**src/rtl/branch_resolve_unit.sv**
```systemverilog
// branch_resolve_unit: resolves branch conditions, flushes on mispredict, trains a
// saturating-counter BHT and keeps saturating branch/mispredict counters.
module branch_resolve_unit #(
   parameter int DATA_W    = 32,
   parameter int PC_W      = 32,
   parameter int BHT_IDX_W = 4,
   parameter int CNT_W     = 2,
   parameter int PERF_W    = 16
) (
   input  logic              clk,
   input  logic              rst_n,
   input  logic [PC_W-1:0]   if_pc,
   output logic              if_pred_taken,
   input  logic              ex_valid,
   input  logic              ex_kill,
   input  logic              stall,
   input  logic [4:0]        ex_alucode,
   input  logic [DATA_W-1:0] ex_rs,
   input  logic [DATA_W-1:0] ex_rt,
   input  logic [PC_W-1:0]   ex_pc,
   input  logic [PC_W-1:0]   ex_target,
   input  logic              ex_pred_taken,
   output logic              res_valid,
   output logic              res_taken,
   output logic              flush,
   output logic [PC_W-1:0]   redirect_pc,
   output logic [PERF_W-1:0] br_count,
   output logic [PERF_W-1:0] mispred_count
);
   localparam logic [CNT_W-1:0] BHT_INIT = {1'b0, {(CNT_W-1){1'b1}}};
   logic                 isBranch, rsNeg, rsZero, cond, accept, mispredict;
   logic [BHT_IDX_W-1:0] ifIdx, exIdx;
   logic [CNT_W-1:0]     bht [2**BHT_IDX_W];
   logic [CNT_W-1:0]     cnt, cntNext;
   logic                 unusedPcBits;
   assign unusedPcBits = ^{if_pc[PC_W-1:BHT_IDX_W+2], if_pc[1:0]};
   always_comb begin
      isBranch      = ex_alucode[4:3] == 2'b01 && ex_alucode[2:1] != 2'b00;
      rsNeg         = ex_rs[DATA_W-1];
      rsZero        = ex_rs == '0;
      cond          = ex_alucode[2:0] == 3'b010 ? ex_rs == ex_rt :
                      ex_alucode[2:0] == 3'b011 ? ex_rs != ex_rt :
                      ex_alucode[2:0] == 3'b100 ? !rsNeg :
                      ex_alucode[2:0] == 3'b101 ? !rsNeg && !rsZero :
                      ex_alucode[2:0] == 3'b110 ? rsNeg || rsZero : rsNeg;
      accept        = ex_valid && !ex_kill && !stall && isBranch;
      mispredict    = cond != ex_pred_taken;
      ifIdx         = if_pc[BHT_IDX_W+1:2];
      exIdx         = ex_pc[BHT_IDX_W+1:2];
      if_pred_taken = bht[ifIdx][CNT_W-1];
      cnt           = bht[exIdx];
      cntNext       = cond ? (cnt == '1 ? cnt : cnt + CNT_W'(1)) : (cnt == '0 ? cnt : cnt - CNT_W'(1));
   end
   always_ff @(posedge clk) begin
      if (!rst_n) begin
         res_valid     <= 1'b0;
         res_taken     <= 1'b0;
         flush         <= 1'b0;
         redirect_pc   <= '0;
         br_count      <= '0;
         mispred_count <= '0;
         for (int i = 0; i < 2**BHT_IDX_W; i++) bht[i] <= BHT_INIT;
      end else begin
         res_valid <= accept;
         flush     <= accept && mispredict;
         if (accept) begin
            res_taken   <= cond;
            redirect_pc <= cond ? ex_target : ex_pc + PC_W'(4);
            bht[exIdx]  <= cntNext;
            if (br_count != '1) br_count <= br_count + PERF_W'(1);
            if (mispredict && mispred_count != '1) mispred_count <= mispred_count + PERF_W'(1);
         end
      end
   end
endmodule

```
**config.mk**
```make
export PLATFORM = sky130hd
export DESIGN_NAME = branch_resolve_unit
export DESIGN_NICKNAME = d
export VERILOG_FILES = /design/src/rtl/branch_resolve_unit.sv
export SDC_FILE = /design/constraint.sdc
export NUM_CORES = 1
export LEC_CHECK = 0
export ABC_CLOCK_PERIOD_IN_PS = 2600
export BUFFER_PORTS_ARGS = -buffer_cell sky130_fd_sc_hd__buf_4
export CAP_MARGIN = 15
export CORE_MARGIN = 8
export CORE_UTILIZATION = 45
export DETAILED_ROUTE_END_ITERATION = 7
export GPL_TIMING_DRIVEN = 0
export PLACE_DENSITY = 0.78
export SLEW_MARGIN = 20
export SYNTH_ARGS = -nofsm -noshare
export SYNTH_HDL_FRONTEND = slang
export SYNTH_SLANG_ARGS = --single-unit
```
**constraint.sdc**
```tcl
create_clock -name clk -period 2.6 [get_ports clk]
set_input_delay 0.52 -clock clk [delete_from_list [all_inputs] [get_ports clk]]
set_output_delay 0.52 -clock clk [all_outputs]
set_load 0.05 [all_outputs]
```
==> flow_metrics.tcl, run 1 <==
set metrics [dict create \
    drtIter0Drc 315 \
    coreArea_mm2 0.0131 \
    viasPerCell 5.61 \
    postSynth.asyncResetShare_pct 0 \
    hold_violations 0 \
    hp-class "in -> reg" \
    area_delta_synth_final_pct 42.9 \
    max_cap_viol_count 0 \
    placementRows 42 \
    synth_edf_count 32 \
    drc 0 \
    synth-xor-area-share_pct 10.9 \
    synth_commonest_cells "nand2_1 (69), dfxtp_1 (67), nand3_1 (60), xor2_1 (44), mux2i_1 (38)" \
    synthFlopType "dfxtp_1" \
    synth_cells 638 \
    p_leak_uw 0.00341 \
    antenna_found_initial 0 \
    layout.nets 1044 \
    synth_nets 815 \
    synth_most_common_cell "nand2_1" \
    fin_worst_skew_ps 5.97 \
    rsz0062_at_grt "true" \
    ys_types 49 \
    setup_viol_count_final 0 \
    synthMuxAreaShare_pct 11.9 \
    antenna_cells 0 \
    ant_nets 0 \
    cts_made_buffers 9 \
    cts-root-buf "clkbuf_16" \
    ioPinCount 239 \
    cts_tree "built" \
    worst_pin_slew_ps 588 \
    die_width_um 131 \
    place_area_mm2 0.00773 \
    grt_pass1_wl_um 28700 \
    crit_fanout 5 \
    outcome "completed" \
    floorplan.die_area_mm2 0.0172 \
    vias 5878 \
    wl_per_cell_um 18.9 \
    die_y_um 131 \
    grt.total_usage_pct 21.5 \
    wl_um 19800 \
    period_share_pct 98.6 \
    crit_arrival_ps 2760 \
    total_power_uw 3650 \
    design_area_mm2 0.00850 \
    clk_latency_ps 350 \
    fmax_ghz 0.390 \
    ys_warn_count 0 \
    crit_type "in -> reg" \
    synth_top_family_by_area "simple AND/OR/NAND/NOR gates" \
    period_needed_ps 2560 \
    avgSynthCellArea_um2 9.33 \
    globalplace.congestion 0.926 \
    io_buffers 208 \
    overflow 0 \
    tns_ps 0 \
    crit_path_end_kind "register" \
    synth_area_leaders "dfxtp_1 (23%), edfxtp_1 (16%), xor2_1 (6.5%)" \
    yosys.area.top_type "dfxtp_1" \
    clockBufferDepth 2 \
    grt_pass1_vias 5766 \
    ir_worst_vdd_mv 0.313 \
    p_per_area_mw_per_mm2 429 \
    start_util_pct 45.5 \
    drt-pass1-iter-count 5 \
    synth_fa_ha_area_share_pct 1.64 \
    required_ps 2800 \
    clk_pin_slew_ps 70 \
    syn_area_mm2 0.00595 \
    clock_sinks 99 \
    slew_viol_final 0 \
    startpoint_type "primary input" \
    hpwl_um 15100 \
    ys_seq_elements 99 \
    grt_start_max_net_pins 16 \
    htree_levels 3 \
    timing.hold.ws_ps 444 \
    synthDominantCellAreaShare_pct 22.5 \
    max_slew_margin_pct 60.4 \
    synth-compound-area-share_pct 7.63 \
    seq_area_frac_synth_pct 38.7 \
    yosys.area_share.simple_pct 25.9 \
    drive_above_1_share_pct 36.7 \
]
==> per-stage QoR <==
step / utilization (%) / setup slack (ps) / std cells
global route: 65.0 / -83.5 / 1048
finish: 65.0 / 35.5 / 1048
CTS: 62.3 / 14.1 / 1042
detailed placement: 59.1 / -555 / 1022
global placement: 59.1 / -541 / 1022
floorplan: - / 84.1 / 638
==> power by group <==
group          leakage, uW  internal (uW)  switching (uW)
Combinational      0.00245            350             376
Sequential        0.000817           1610            8.80
Clock             0.000148            725             585
==> layout make-up <==
cell class                 instances  area [um^2]
clock inverter                     4         23.8
multi-input combinational        490         3750
inverter                          12         45.0
buffer                            37          215
tap                              176          220
fill                            1072         4580
sequential                        99         2300
clock buffer                      12          267
timing repair buffer             218         1680
==> cell families (layout without fill, tap and decap cells) <==
| family | after synthesis | in the layout |
|---|---|---|
| xor gates and xnor gates | 74 | 74 |
| buffers and inverters | 49 | 283 |
| AOI/OAI and AO/OA | 69 | 69 |
| DFF | 99 | 99 |
| adders and majority gates | 8 | 8 |
| muxes | 53 | 53 |
| and+or+nand+nor | 286 | 286 |
==> placed cells by master, fill, tap and decap left out, types with 3 or more instances in the layout <==
cell type / instances
o41ai_1: 6
clkbuf_1: 18
nand2b_1: 14
nand2_1: 69
nor4_1: 8
buf_4: 213
xnor2_1: 30
o31ai_1: 3
o311ai_2: 4
edfxtp_1: 32
nor3_2: 14
mux4_2: 14
o21ai_0: 33
or4_4: 3
inv_1: 12
xor2_1: 43
mux2i_1: 38
nand4_1: 23
clkinv_2: 3
and3_1: 8
nor2_1: 23
ha_1: 6
or4_1: 3
o21ai_1: 3
and2_1: 19
and4_1: 4
nor3_1: 10
clkbuf_2: 5
buf_6: 10
dfxtp_1: 67
clkbuf_8: 3
nand3_1: 59
a21boi_1: 3
clkbuf_16: 10
nor4_4: 8
or3_1: 3
a21oi_1: 4
nor4_2: 9
==> state kept, by name, indices dropped and copies added (netlist names) <==
register / flops
bht: 32
br_count: 16
flush: 1
mispred_count: 16
redirect_pc: 32
res_taken: 1
res_valid: 1
==> metal layers <==
| layer | up-vias | wire, um | track usage, % | share of wire [%] |
|---|---|---|---|---|
| met1 | 2788 | 7680 | 24.7 | 39 |
| met3 | 37 | 1850 | 4.87 | 9.3 |
| li1 | 2798 | - | - | - |
| met5 | - | 0 | 0 | 0 |
| met2 | 255 | 9730 | 37.2 | 49 |
| met4 | 0 | 551 | 10.4 | 2.8 |
==> worst paths after layout <==
path / slack, ps / depth (start not counted) / from / endpoint
setup / recovery: 40 / 10 / ex_rs[7] / bht[10][1]
setup reg to reg: 260 / 6 / bht[11][1] / bht[10][0]
hold reg to reg: 480 / 2 / redirect_pc[13] / redirect_pc[13]
hold / removal: 440 / 3 / ex_target[10] / redirect_pc[10]
==> critical path, cell delays in order <==
cell and delay, ps:
buf_4 130, nor4_2 300, nand4_1 160, o21a_1 240, o41ai_4 430, nor3_2 100, buf_6 160, maj3_2 380
clkbuf_16 190, nor3_4 140
==> what timing repair did <==
action / in CTS / in global routing
cloned: 0 / 1
hold buffers: 0 / 0
buffers inserted: 4 / 5
gates resized for setup: 16 / 61
pin swaps: 0 / 14
setup endpoints to repair: 64 / 71
Note: power is estimated with default switching activity, not from simulation.
==> run 2: changes to the inputs <==
--- a/config.mk
+++ b/config.mk
@@ -5,14 +5,15 @@
 export SDC_FILE = /design/constraint.sdc
 export NUM_CORES = 1
 export LEC_CHECK = 0
+export ABC_AREA = 1
 export ABC_CLOCK_PERIOD_IN_PS = 2600
 export BUFFER_PORTS_ARGS = -buffer_cell sky130_fd_sc_hd__buf_4
 export CAP_MARGIN = 15
 export CORE_MARGIN = 8
-export CORE_UTILIZATION = 45
+export CORE_UTILIZATION = 40
 export DETAILED_ROUTE_END_ITERATION = 7
 export GPL_TIMING_DRIVEN = 0
-export PLACE_DENSITY = 0.78
+export PLACE_DENSITY = 0.69
 export SLEW_MARGIN = 20
 export SYNTH_ARGS = -nofsm -noshare
 export SYNTH_HDL_FRONTEND = slang
==> run 2 against run 1 <==
- global-route usage is 0.79 points lower
- total power rose by 3.1%
- die area grew 22%
- clock power grew 9%
- clock skew shrank 1.1 ps
- count of clock-buffer cells in the layout down 2
- via count increased by 21%
- core utilization shrank 11 points
- largest cell class unchanged
- cell count rose by 37%
- worst hold slack worse by 55 ps
==> flow_metrics.tcl, run 2 <==
set metrics [dict create \
    post_cts_buffers 0 \
    synth_nets 1171 \
    place_area_mm2 0.00851 \
    max_cap_viol_count 0 \
    viasPerCell 4.96 \
    ctsHoldBuffers 0 \
    power_frac_clock_pct 37.9 \
    fmax_ghz 0.438 \
    switching_share_pct 27.8 \
    seq_power_share_pct 43.1 \
    startpoint_type "primary input" \
    pwr-share-comb_pct 18.9 \
    ioPinCount 239 \
    fin_worst_skew_ps 4.85 \
    antenna_cells 0 \
    clk_pin_slew_ps 70 \
    syn_area_mm2 0.00666 \
    ys_warn_count 0 \
    ir_worst_vdd_mv 0.358 \
    yosys.area.top_type "dfxtp_1" \
    ys_seq_elements 99 \
    cpMostUsedCell "nand2_1" \
    synthDominantCellAreaShare_pct 20.1 \
    regArea_mm2 0.00230 \
    start_util_pct 40.6 \
    final_common_cell "nand2_1" \
    layout.nets 1391 \
    period_needed_ps 2280 \
    p_int_uw 2720 \
    ys_types 45 \
    clk_latency_ps 350 \
    period_share_pct 87.8 \
    grt.total_usage_pct 20.8 \
    crit_type "in -> reg" \
    synth_edf_count 32 \
    max_slew_margin_pct 57.7 \
    final_cells 1438 \
    cts_made_buffers 9 \
    clockBufferDepth 2 \
    drive_above_1_share_pct 22.6 \
    die_y_um 145 \
    ctsResizeCount 0 \
    placementRows 47 \
    crit_path_end_kind "register" \
    hp-class "in -> reg" \
    seq_area_frac_synth_pct 34.6 \
    ant_nets 0 \
    grt_pass1_vias 7187 \
    coreArea_mm2 0.0164 \
    setup_viol_count_final 0 \
    slew_viol_final 0 \
    antenna_found_initial 0 \
    path_buf_inv 3 \
    wl_per_cell_um 15.5 \
    design_area_mm2 0.00882 \
    cts_tree "built" \
    slowest_delay_ps 240 \
    htree_levels 3 \
    outcome "completed" \
    drt-pass1-iter-count 5 \
    cp_cell_sequence "buf_4, xnor2_1, nand3_1, nor2_1, nand2_1, nor2_2, nand3_2, nand3_4, nand2_4, inv_4, a21oi_2, a21oi_4, buf_6, nand2_1" \
    synth_area_leaders "dfxtp_1 (20%), edfxtp_1 (14%), nand2_1 (14%)" \
    globalplace.congestion 0.933 \
    drc 0 \
    grt_start_max_net_pins 17 \
    worst_slack_ps 318 \
    crit_family "simple AND/OR/NAND/NOR gates" \
    synth_commonest_cells "nand2_1 (256), inv_1 (126), nor2_1 (121), a21oi_1 (68), dfxtp_1 (67)" \
    p_leak_uw 0.00371 \
    hold_violations 0 \
    wl_um 22300 \
    avgSynthCellArea_um2 6.70 \
    overflow 0 \
    crit_slowest_cell "a21oi_4" \
    top_regs "bht x32, redirect_pc x32" \
    nFillCells 1657 \
    p_per_area_mw_per_mm2 427 \
    die_width_um 145 \
    fin_util_pct 53.7 \
    io_buffers 209 \
    floorplan.die_area_mm2 0.0210 \
    required_ps 2700 \
    dp.cells 1423 \
    postSynth.asyncResetShare_pct 0 \
    drtIter0Drc 398 \
    worst_pin_slew_ps 634 \
    p_switching_uw 1050 \
    crit_fanout 10 \
    area_delta_synth_final_pct 32.4 \
    rsz0062_at_grt "false" \
    multi_input_area_mm2 0.00369 \
    vias 7128 \
    clock_sinks 99 \
    place_ws_ps -55.9 \
    final_cell_mix "nand2_1 (256), buf_4 (210), inv_1 (126), nor2_1 (121), a21oi_1 (68)" \
    cts-root-buf "clkbuf_16" \
    synth_cells 994 \
    synthFlopType "dfxtp_1" \
    crit_arrival_ps 2380 \
    timing.hold.ws_ps 389 \
    hpwl_um 18100 \
    synth_most_common_cell "nand2_1" \
    grt_pass1_wl_um 35900 \
]
run 2: changes by cell type after synthesis, moves of 16 or more:
cell     delta
a21oi_1    +64
and2_1     -19
inv_1     +114
mux2i_1    -38
nand2_1   +187
nand3_1    -22
nor2_1     +98
nor3_1     +16
o21ai_0    +17
run 2: layout make-up:
class | instances | area share, %
clock buffer | 10 | 2.84
inverter | 132 | 5.65
sequential | 99 | 26.1
multi-input combinational | 731 | 41.8
tap | 220 | 3.12
buffer | 32 | 1.96
clock inverter | 5 | 0.681
timing repair buffer | 209 | 17.8
run 2: through the flow:
stage               setup TNS, ps  power, uW
floorplan                       0       2040
global placement             -186       2360
detailed placement           -801       2370
CTS                             0       3800
global route                    0       3930
finish                          0       3760
run 2: worst reg2reg max path, stage by stage, from the launching register on:
cell     delay [ps]
dfxtp_1         420
ha_1            230
nand3_1         150
nor3_1          490
a41oi_2         320
nand3_4         230
buf_6           160
nand2_1          60
a21oi_1         110
run 2: routing by layer:
metal / vias to the layer above / share of wire [%] / global-route usage [%]
met5: - / 0 / 0
met4: 0 / 2.5 / 8.94
met3: 39 / 8.1 / 5.60
met2: 259 / 46 / 34.2
met1: 3178 / 43 / 25.0
li1: 3652 / - / -
run 2: final timing paths:
check | cells after the start | slack, ps | startpoint | end
worst max-delay path | 14 | 320 | ex_rt[10] | bht[6][0]
worst max register to register | 8 | 350 | mispred_count[0] | mispred_count[11]
worst min-delay path | 3 | 390 | ex_target[5] | redirect_pc[5]
worst min register to register | 2 | 470 | redirect_pc[14] | redirect_pc[14]
run 2: power groups by stage:
stage / clock network (uW) / logic [uW] / registers [uW]
4_1_cts: 1460 / 717 / 1620
2_1_floorplan: 0 / 356 / 1680
5_1_grt: 1520 / 788 / 1620
3_5_place_dp: 0 / 714 / 1660
3_3_place_gp: 0 / 705 / 1660
6_report: 1430 / 713 / 1620
run 2: kinds of logic after synthesis:
logic type	count (synthesis)	share of synthesized area, %
AND/OR/NAND/NOR	526	35.1
buffers and inverters	164	10.1
AO/OA/AOI/OAI	142	11.6
flip-flops	99	34.6
XOR/XNOR	57	7.50
adder cells (fa/ha/maj)	6	1.13
